## src/rtl/demux_dispatcher_pkg.sv

```systemverilog
// Shared constants for the stream dispatcher: target-select modes and holding-register states.
package demux_dispatcher_pkg;

  localparam logic MODE_RR       = 1'b0;
  localparam logic MODE_DIRECTED = 1'b1;

  localparam logic ST_EMPTY = 1'b0;
  localparam logic ST_FULL  = 1'b1;

endpackage

```

## src/rtl/demux_dispatcher_demux.sv

```systemverilog
// Plumbing demultiplexor: routes the single enable i_x onto bit i_address of a one-hot output.
// Purely combinational, no latency; it carries no flow control of its own.
module demux_dispatcher_demux #(
  parameter int ADDRESS_WIDTH = 2
) (
  input  logic                            i_x,
  input  logic [ADDRESS_WIDTH-1:0]        i_address,
  output logic [(1<<ADDRESS_WIDTH)-1:0]   o_y
);

  always_comb begin
    o_y            = '0;
    o_y[i_address] = i_x;
  end

endmodule

```

## src/rtl/demux_dispatcher.sv

```systemverilog
// One-entry dispatcher: steers a valid/ready stream to one of N consumers, round-robin or directed.
// Accept-to-valid latency of 1 cycle; the held beat stalls the input until its target is ready.
module demux_dispatcher
  import demux_dispatcher_pkg::*;
#(
  parameter int ADDRESS_WIDTH = 2,
  parameter int DATA_WIDTH    = 8
) (
  input  logic                          i_clk,
  input  logic                          i_rst_n,
  input  logic                          i_flush,
  input  logic                          i_mode,
  input  logic                          i_valid,
  output logic                          o_ready,
  input  logic [DATA_WIDTH-1:0]         i_data,
  input  logic [ADDRESS_WIDTH-1:0]      i_dest,
  output logic [(1<<ADDRESS_WIDTH)-1:0] o_valid,
  input  logic [(1<<ADDRESS_WIDTH)-1:0] i_ready,
  output logic [DATA_WIDTH-1:0]         o_data,
  output logic [ADDRESS_WIDTH-1:0]      o_address,
  output logic [ADDRESS_WIDTH-1:0]      o_rr_ptr
);

  logic                     full_q, full_d;
  logic [DATA_WIDTH-1:0]    data_q, data_d;
  logic [ADDRESS_WIDTH-1:0] addr_q, addr_d;
  logic [ADDRESS_WIDTH-1:0] rr_ptr_q, rr_ptr_d;

  logic sel_rdy;
  logic accept;
  logic deliver;

  // Readiness of non-selected consumers never reaches the handshake.
  assign sel_rdy = i_ready[addr_q];
  assign o_ready = ~i_flush & ((full_q == ST_EMPTY) | sel_rdy);
  assign accept  = i_valid & o_ready;
  assign deliver = (full_q == ST_FULL) & sel_rdy;

  always_comb begin
    full_d = full_q;
    if (i_flush) begin
      full_d = ST_EMPTY;
    end else if (accept) begin
      full_d = ST_FULL;
    end else if (deliver) begin
      full_d = ST_EMPTY;
    end
  end

  // Mode and destination only matter on the accept cycle; later changes cannot disturb the held beat.
  always_comb begin
    data_d = data_q;
    addr_d = addr_q;
    if (accept) begin
      data_d = i_data;
      addr_d = (i_mode == MODE_DIRECTED) ? i_dest : rr_ptr_q;
    end
  end

  always_comb begin
    rr_ptr_d = rr_ptr_q;
    if (i_flush) begin
      rr_ptr_d = '0;
    end else if (accept && (i_mode == MODE_RR)) begin
      rr_ptr_d = rr_ptr_q + ADDRESS_WIDTH'(1);
    end
  end

  always_ff @(posedge i_clk or negedge i_rst_n) begin
    if (!i_rst_n) begin
      full_q <= ST_EMPTY;
    end else begin
      full_q <= full_d;
    end
  end

  always_ff @(posedge i_clk or negedge i_rst_n) begin
    if (!i_rst_n) begin
      data_q <= '0;
      addr_q <= '0;
    end else begin
      data_q <= data_d;
      addr_q <= addr_d;
    end
  end

  always_ff @(posedge i_clk or negedge i_rst_n) begin
    if (!i_rst_n) begin
      rr_ptr_q <= '0;
    end else begin
      rr_ptr_q <= rr_ptr_d;
    end
  end

  demux_dispatcher_demux #(
    .ADDRESS_WIDTH (ADDRESS_WIDTH)
  ) u_demux (
    .i_x       (full_q),
    .i_address (addr_q),
    .o_y       (o_valid)
  );

  assign o_data    = data_q;
  assign o_address = addr_q;
  assign o_rr_ptr  = rr_ptr_q;

endmodule

```

## config.mk

```make
export PLATFORM = sky130hd
export DESIGN_NAME = demux_dispatcher
export DESIGN_NICKNAME = d
export VERILOG_FILES = /design/src/rtl/demux_dispatcher_pkg.sv /design/src/rtl/demux_dispatcher_demux.sv /design/src/rtl/demux_dispatcher.sv
export SDC_FILE = /design/constraint.sdc
export NUM_CORES = 1
export LEC_CHECK = 0
export CORE_ASPECT_RATIO = 0.7
export CORE_MARGIN = 2
export CORE_UTILIZATION = 35
export CTS_BUF_LIST = sky130_fd_sc_hd__clkbuf_4 sky130_fd_sc_hd__clkbuf_8
export DETAILED_ROUTE_END_ITERATION = 8
export GPL_TIMING_DRIVEN = 0
export PLACE_DENSITY = 0.85
export REMOVE_ABC_BUFFERS = 1
export SYNTH_ARGS = -nofsm -noshare
export SYNTH_HDL_FRONTEND = slang
export SYNTH_SLANG_ARGS = --single-unit
export TNS_END_PERCENT = 50
```

## constraint.sdc

```tcl
create_clock -name i_clk -period 1.6 [get_ports i_clk]
set_input_delay 0.4 -clock i_clk [delete_from_list [all_inputs] [get_ports i_clk]]
set_output_delay 0.4 -clock i_clk [all_outputs]
set_load 0.05 [all_outputs]
```

==> Implementation_results.wiki, run 1 <==
{| class="wikitable"
! Metric !! Value
|-
| P&R area growth vs syn || 91.3%
|-
| Largest area contributor in the netlist || dfrtp_1
|-
| Util after Layout || 0.694
|-
| HP Class || input port to asynchronous set/reset pin
|-
| Worst hold margin || 486 ps
|-
| Y dimension of the die || 40.4 um
|-
| Clk network pwr share || 0.157
|-
| First-pass iteration count of the detailed router || 4
|-
| Worst clock skew on the final layout || 9.18 ps
|-
| Via count of the routed design || 600
|-
| H-tree levels || 1
|-
| Register clock-pin slew on the reported worst setup and hold paths || 80 ps
|-
| Largest net degree at the start of global routing || 14
|-
| Max-slew violation count || 0
|-
| WS Path Type || register to output port
|-
| Ys Warns || 0
|-
| Worst setup slack after placement || -1020 ps
|-
| Data required time at the worst endpoint || 1200 ps
|-
| Post-route minimum period || 1830 ps
|-
| Post-Synthesis Mean Instance Area || 13.2 sq um
|-
| Overall die area || 2260 sq um
|-
| Final critical-path share of the clock period || 1.14
|-
| Max-slew headroom || 0.614
|-
| Wire per inst || 15.7 um
|-
| Max-cap check violation count || 0
|-
| Net switching component of the power || 0.568 mW
|-
| Hold buffer count at CTS || 0
|-
| Pwr/cell area || 1110 nW/um^2
|-
| Crit-path max cell delay || 480 ps
|-
| Number of global-route vias before repair || 579
|-
| Final layout net count || 118
|-
| Int Power || 0.830 mW
|-
| Starting utilization of the core area || 0.363
|-
| TritonCTS clock tree || done
|-
| Leakage power || 0.587 nW
|-
| Switching share of total power || 0.406
|-
| Iter 0 DRT Violations || 6
|-
| Cell area after synthesis || 661 sq um
|-
| GRT Overall Usage || 0.172
|-
| Core region area || 1820 sq um
|-
| Synth top area share || 0.492
|-
| Hold violation count in the final report || 0
|-
| Deepest clock path buffer count || 2
|-
| Final-report setup violation count || 18
|-
| Gate power share || 0.526
|-
| Number of sinks handled by clock tree synthesis || 13
|-
| Result of the run || complete, but fails checks
|-
| Kind of cell adding the most delay to the critical path || flip-flops
|-
| Post-synthesis sequential element count || 13
|-
| Site row count || 13
|-
| Post-layout instance count excluding filler cells || 120
|-
| Critical-path maximum fanout || 5
|-
| ANT nets after route || 0
|-
| Via count normalized by instance count || 5.00
|-
| DRC errors left || 0
|-
| Data arrival, critical path || 1430 ps
|-
| Type of destination of the critical path || output port
|-
| Final-layout setup total negative slack || -2390 ps
|-
| Insertion delay to the later sink of the worst-skew pair || 280 ps
|-
| Number of top-level pins || 36
|-
| Wire length of the first global-routing pass || 2.82 mm
|-
| Setup repair after global routing missed its margin || yes
|-
| Antenna diodes || 0
|-
| Cell count after placement || 105
|-
| Cell types with the largest area share after synthesis || dfrtp_1 (49%), mux2_2 (24%), a221oi_1 (5.3%)
|-
| Fraction of the yosys area taken by sequential cells || 0.492
|-
| Startpoint type of the worst setup path || register
|-
| Total congestion overflow || 0
|-
| Slowest-stage cell, CP || dfrtp_2
|-
| Number of buffers created by CTS || 3
|-
| Final weighted congestion of routability-driven global placement || 0.802
|-
| Number of distinct library cells after synthesis || 14
|-
| Slew at the pin with the worst max-slew slack || 577 ps
|-
| Gate Count Post-Synth || 50
|-
| Flop pwr share || 0.317
|-
| Failing checks || setup timing
|-
| Number of port buffers || 35
|-
| Root cell of the clock tree || clkbuf_4
|-
| Sequence of cells on the critical path || mux2i_4 -> a221oi_2 -> buf_6
|-
| PnR worst setup slack || -231 ps
|-
| Maximum achievable frequency || 546 MHz
|-
| Max VDD drop || 0.000734 V
|-
| Crit path buffers/inverters || 1
|-
| Routed Wire Length || 1.88 mm
|-
| Initial antenna violation count || 0
|-
| Die X || 55.9 um
|-
| Proportion of layout cells with a drive suffix above 1 || 0.520
|}
[sequential cells by signal (all words and copies together), names as in the netlist]
signal and cells:
o_address 2, full_q 1, o_rr_ptr 2, o_data 8
[final cells by class]
| type | count | area [sq um] |
|---|---|---|
| fillers | 149 | 558 |
| repair buffers | 46 | 450 |
| multi-input cells | 35 | 428 |
| flip-flops and latches | 13 | 328 |
| clock buffers | 4 | 30.0 |
| well taps | 22 | 27.5 |
[synthesized netlist by cell type, drive strengths merged]
cell / number
mux2: 14
nor2: 3
and2b: 2
mux2i: 2
dfrtp: 13
nand2b: 2
and2: 2
nand3b: 1
clkbuf: 2
nor2b: 3
and3: 1
a221oi: 5
[cell usage in the layout (no fill, tap or decap)]
master	synthesis	layout
clkbuf_4	0	4
a221oi_1	4	2
a221oi_4	1	2
nor2_1	3	3
mux2i_4	0	2
nor2b_1	3	2
buf_4	0	6
and2b_2	2	2
nor2b_4	0	1
clkdlybuf4s15_2	0	3
dfrtp_2	0	2
and2_2	1	1
nand3b_1	1	1
buf_6	0	8
nand2b_1	2	2
dlygate4sd2_1	0	7
clkdlybuf4s50_1	0	13
clkbuf_2	0	1
and2_4	0	1
dlymetal6s2s_1	0	2
buf_2	0	1
clkdlybuf4s15_1	0	4
a221oi_2	0	1
mux2_4	0	11
buf_8	0	1
mux2_2	14	3
and3_2	1	1
dfrtp_1	13	11
[worst register-to-register path: stages, from the launching register on]
cell and delay (ps):
dfrtp_2 480, mux2i_4 220, buf_6 130, buf_6 120
a221oi_1 370, mux2_2 380
[metrics by stage]
stage               instance area [sq um]  power (mW)
global placement                     1030        1.03
finish                               1260        1.40
floorplan                             653       0.816
CTS                                  1240        1.37
detailed placement                   1030        1.04
global route                         1260        1.47
[final timing paths]
check	end	slack [ps]	cells past startpoint	from
max	o_ready	-230	3	o_address[1]$_DFFE_PN0P_
min	o_address[0]$_DFFE_PN0P_	490	1	i_rst_n
max reg2reg	o_rr_ptr[0]$_DFFE_PN0P_	-210	5	o_address[1]$_DFFE_PN0P_
min reg2reg	o_data[2]$_DFFE_PN0P_	510	1	o_data[2]$_DFFE_PN0P_
max in group asynchronous	o_address[1]$_DFFE_PN0P_	710	1	i_rst_n
min in group i_clk	o_data[2]$_DFFE_PN0P_	510	1	o_data[2]$_DFFE_PN0P_
[power by group through the flow]
stage	Combinational, mW	Clock, mW	Sequential, mW
6_report	0.735	0.219	0.443
5_1_grt	0.768	0.245	0.453
4_1_cts	0.706	0.223	0.439
3_5_place_dp	0.597	0	0.442
3_3_place_gp	0.589	0	0.437
2_1_floorplan	0.168	0	0.648
[cell families after synthesis]
kind of cell,Yosys count,share of synthesized area
mux,16,0.269
compound gates,5,0.0928
buf+inv,2,0.0114
flops,13,0.492
simple gates,14,0.134
[layer usage]
metal / GRT usage / up-vias / routed length (um)
met5: 0 / - / 0
met4: 0.0298 / 0 / 27
met3: 0.0774 / 2 / 112
met2: 0.324 / 21 / 994
met1: 0.190 / 299 / 750
li1: - / 278 / -
[what timing repair did]
item	in CTS	in global routing
gates cloned	1	0
gates resized for setup	78	16
setup endpoints to repair	29	24
setup buffers	9	3
pin swaps	2	2
(Power assumes the default switching activity.)
==> run 2: changes to the inputs <==
Settings changed: SETUP_SLACK_MARGIN set to 0.2.
==> Implementation_results.wiki, run 2 (same netlist as run 1, synthesis figures left out) <==
{| class="wikitable"
! Metric !! Value
|-
| Most common cell after layout, fill and taps aside || clkdlybuf4s50_1 (unchanged)
|-
| Met2 demand-to-capacity share in global routing || 0.318 (was 0.324)
|-
| Crit-path max cell delay || 470 ps (was 480 ps)
|-
| Crit path buffers/inverters || 1 (unchanged)
|-
| Insertion delay to the later sink of the worst-skew pair || 280 ps (about the same)
|-
| Routed Wire Length || 2.01 mm (was 1.88 mm)
|-
| Final critical-path share of the clock period || 1.19 (was 1.14)
|-
| Data arrival, critical path || 1510 ps (was 1430 ps)
|-
| Number of sinks handled by clock tree synthesis || 13 (unchanged)
|-
| Kind of cell adding the most delay to the critical path || flip-flops (unchanged)
|-
| Total congestion overflow || 0 (unchanged)
|-
| Wire per inst || 16.6 um (was 15.7 um)
|-
| Max VDD drop || 0.000790 V (was 0.000734 V)
|-
| Post-layout instance count excluding filler cells || 121 (was 120)
|-
| Reg2Reg Capture Point || o_data[3]$_DFFE_PN0P_ (was o_rr_ptr[0]$_DFFE_PN0P_)
|-
| Iter 0 DRT Violations || 11 (was 6)
|-
| P&R area growth vs syn || 93.0% (was 91.3%)
|-
| Slew at the pin with the worst max-slew slack || 580 ps (was 577 ps)
|-
| Number of buffers created by CTS || 3 (unchanged)
|-
| Startpoint type of the worst setup path || register (unchanged)
|-
| Worst hold margin || 485 ps (was 486 ps)
|-
| Core region area || 1820 sq um (unchanged)
|-
| Via count normalized by instance count || 4.93 (was 5.00)
|-
| Y dimension of the die || 40.4 um (unchanged)
|-
| Type of destination of the critical path || output port (unchanged)
|-
| Sequence of cells on the critical path || mux2i_4 -> a221oi_2 -> buf_6 (unchanged)
|-
| Cell count after placement || 105 (unchanged)
|-
| GR peak layer || met2 (unchanged)
|-
| R2R Setup Slk || -220 ps (was -210 ps)
|-
| Post-route minimum period || 1910 ps (was 1830 ps)
|-
| Largest net degree at the start of global routing || 14 (unchanged)
|-
| Final-layout setup total negative slack || -2780 ps (was -2390 ps)
|-
| Starting utilization of the core area || 0.363 (unchanged)
|-
| Initial antenna violation count || 0 (unchanged)
|-
| Proportion of layout cells with a drive suffix above 1 || 0.626 (was 0.520)
|-
| Number of cell instances on the worst register-to-register path || 6 (was 5)
|-
| Max reg flops || 8 (unchanged)
|-
| Root cell of the clock tree || clkbuf_4 (unchanged)
|-
| ANT nets after route || 0 (unchanged)
|-
| TritonCTS clock tree || done (unchanged)
|-
| Instance count on the critical path || 3 (unchanged)
|-
| Critical Path Sink || o_ready (unchanged)
|-
| Result of the run || complete, but fails checks (unchanged)
|-
| Wire length of the first global-routing pass || 2.86 mm (was 2.82 mm)
|-
| Most frequent cells in the layout || clkdlybuf4s50_1 (13), mux2_4 (12), dfrtp_1 (11) (was clkdlybuf4s50_1 (13), mux2_4 (11), dfrtp_1 (11))
|-
| Max-cap check violation count || 0 (unchanged)
|-
| Number of top-level pins || 36 (unchanged)
|-
| DRC errors left || 0 (unchanged)
|-
| Number of port buffers || 35 (unchanged)
|-
| Slowest-stage cell, CP || dfrtp_2 (unchanged)
|-
| PnR worst setup slack || -310 ps (was -231 ps)
|-
| Met3 usage || 0.0806 (was 0.0774)
|-
| M1 GR Usage || 0.202 (was 0.190)
|-
| WS Path Type || register to output port (unchanged)
|-
| First-pass iteration count of the detailed router || 2 (was 4)
|-
| Data required time at the worst endpoint || 1200 ps (about the same)
|-
| Failing checks || setup timing (unchanged)
|-
| Via count of the routed design || 596 (was 600)
|-
| Pwr/cell area || 1110 nW/um^2 (about the same)
|-
| Max-slew violation count || 0 (unchanged)
|-
| Maximum achievable frequency || 523 MHz (was 546 MHz)
|-
| Die X || 55.9 um (unchanged)
|-
| Hold violation count in the final report || 0 (unchanged)
|-
| Filler instances || 146 (was 149)
|-
| Setup repair after global routing missed its margin || yes (unchanged)
|-
| Site row count || 13 (unchanged)
|-
| Final weighted congestion of routability-driven global placement || 0.802 (unchanged)
|-
| Max-slew headroom || 0.612 (was 0.614)
|-
| Deepest clock path buffer count || 2 (unchanged)
|-
| Register clock-pin slew on the reported worst setup and hold paths || 90 ps (was 80 ps)
|-
| Overall die area || 2260 sq um (unchanged)
|-
| GRT Overall Usage || 0.178 (was 0.172)
|-
| Critical-path maximum fanout || 4 (was 5)
|-
| Leakage power || 0.593 nW (was 0.587 nW)
|-
| HP Class || input port to asynchronous set/reset pin (unchanged)
|-
| Final layout net count || 119 (was 118)
|-
| Antenna diodes || 0 (unchanged)
|-
| H-tree levels || 1 (unchanged)
|-
| Crit Reg-Reg Startpoint || o_address[1]$_DFFE_PN0P_ (unchanged)
|-
| Crit path launch || o_address[1]$_DFFE_PN0P_ (unchanged)
|-
| Worst setup slack after placement || -1020 ps (unchanged)
|-
| Worst clock skew on the final layout || 12.8 ps (was 9.18 ps)
|-
| Number of global-route vias before repair || 591 (was 579)
|-
| Final-report setup violation count || 17 (was 18)
|}
[run 2: cell count changes in the layout (fill, tap and decap cells not counted), sizes merged]
cell           change
clkbuf             +1
clkdlybuf4s15      -7
buf               +11
dlygate4sd2        -2
dlymetal6s2s       -2
[run 2: layout make-up]
class                           count  area, sq um  share of cell area
Clock buffer                        4         30.0              0.0236
Timing Repair Buffer               47          444               0.348
Multi-Input combinational cell     35          445               0.349
Sequential cell                    13          328               0.257
Tap cell                           22         27.5              0.0216
[run 2: through the flow]
| stage | cell area [sq um] | util | total power, mW |
|---|---|---|---|
| 6_report | 1270 | 0.700 | 1.42 |
| 5_1_grt | 1270 | 0.700 | 1.48 |
| 4_1_cts | 1270 | 0.695 | 1.40 |
| 3_5_place_dp | 1030 | 0.566 | 1.04 |
| 3_3_place_gp | 1030 | 0.566 | 1.03 |
| 2_1_floorplan | 653 | - | 0.816 |
[run 2: timing repair]
item / in CTS / in global routing
buffers inserted: 10 / 1
resized for setup: 117 / 20
hold buffers: 0 / 0
cloned: 1 / 0
setup endpoints to repair: 29 / 26
pin swaps: 4 / 2
[run 2: worst min path at each step]
stage                                     start               endpoint  slack (ps)  depth (start not counted)
after floorplan                         i_rst_n     full_q$_DFFE_PN0P_         100                          0
after global placement    o_data[7]$_DFFE_PN0P_  o_data[7]$_DFFE_PN0P_         490                          1
after detailed placement  o_data[2]$_DFFE_PN0P_  o_data[2]$_DFFE_PN0P_         500                          1
after CTS                               i_rst_n  o_data[5]$_DFFE_PN0P_         510                          1
after global routing                    i_rst_n  o_data[5]$_DFFE_PN0P_         520                          1
final                                   i_rst_n  o_data[5]$_DFFE_PN0P_         480                          1
[run 2: power breakdown]
part           internal (mW)  switching (mW)
Clock                  0.114           0.108
Sequential             0.392          0.0497
Combinational          0.327           0.426
[run 2: routing by layer]
layer	routed length [um]	vias to the layer above
li1	-	282
met1	794	288
met2	1050	22
met3	121	4
met4	38	0
met5	0	-
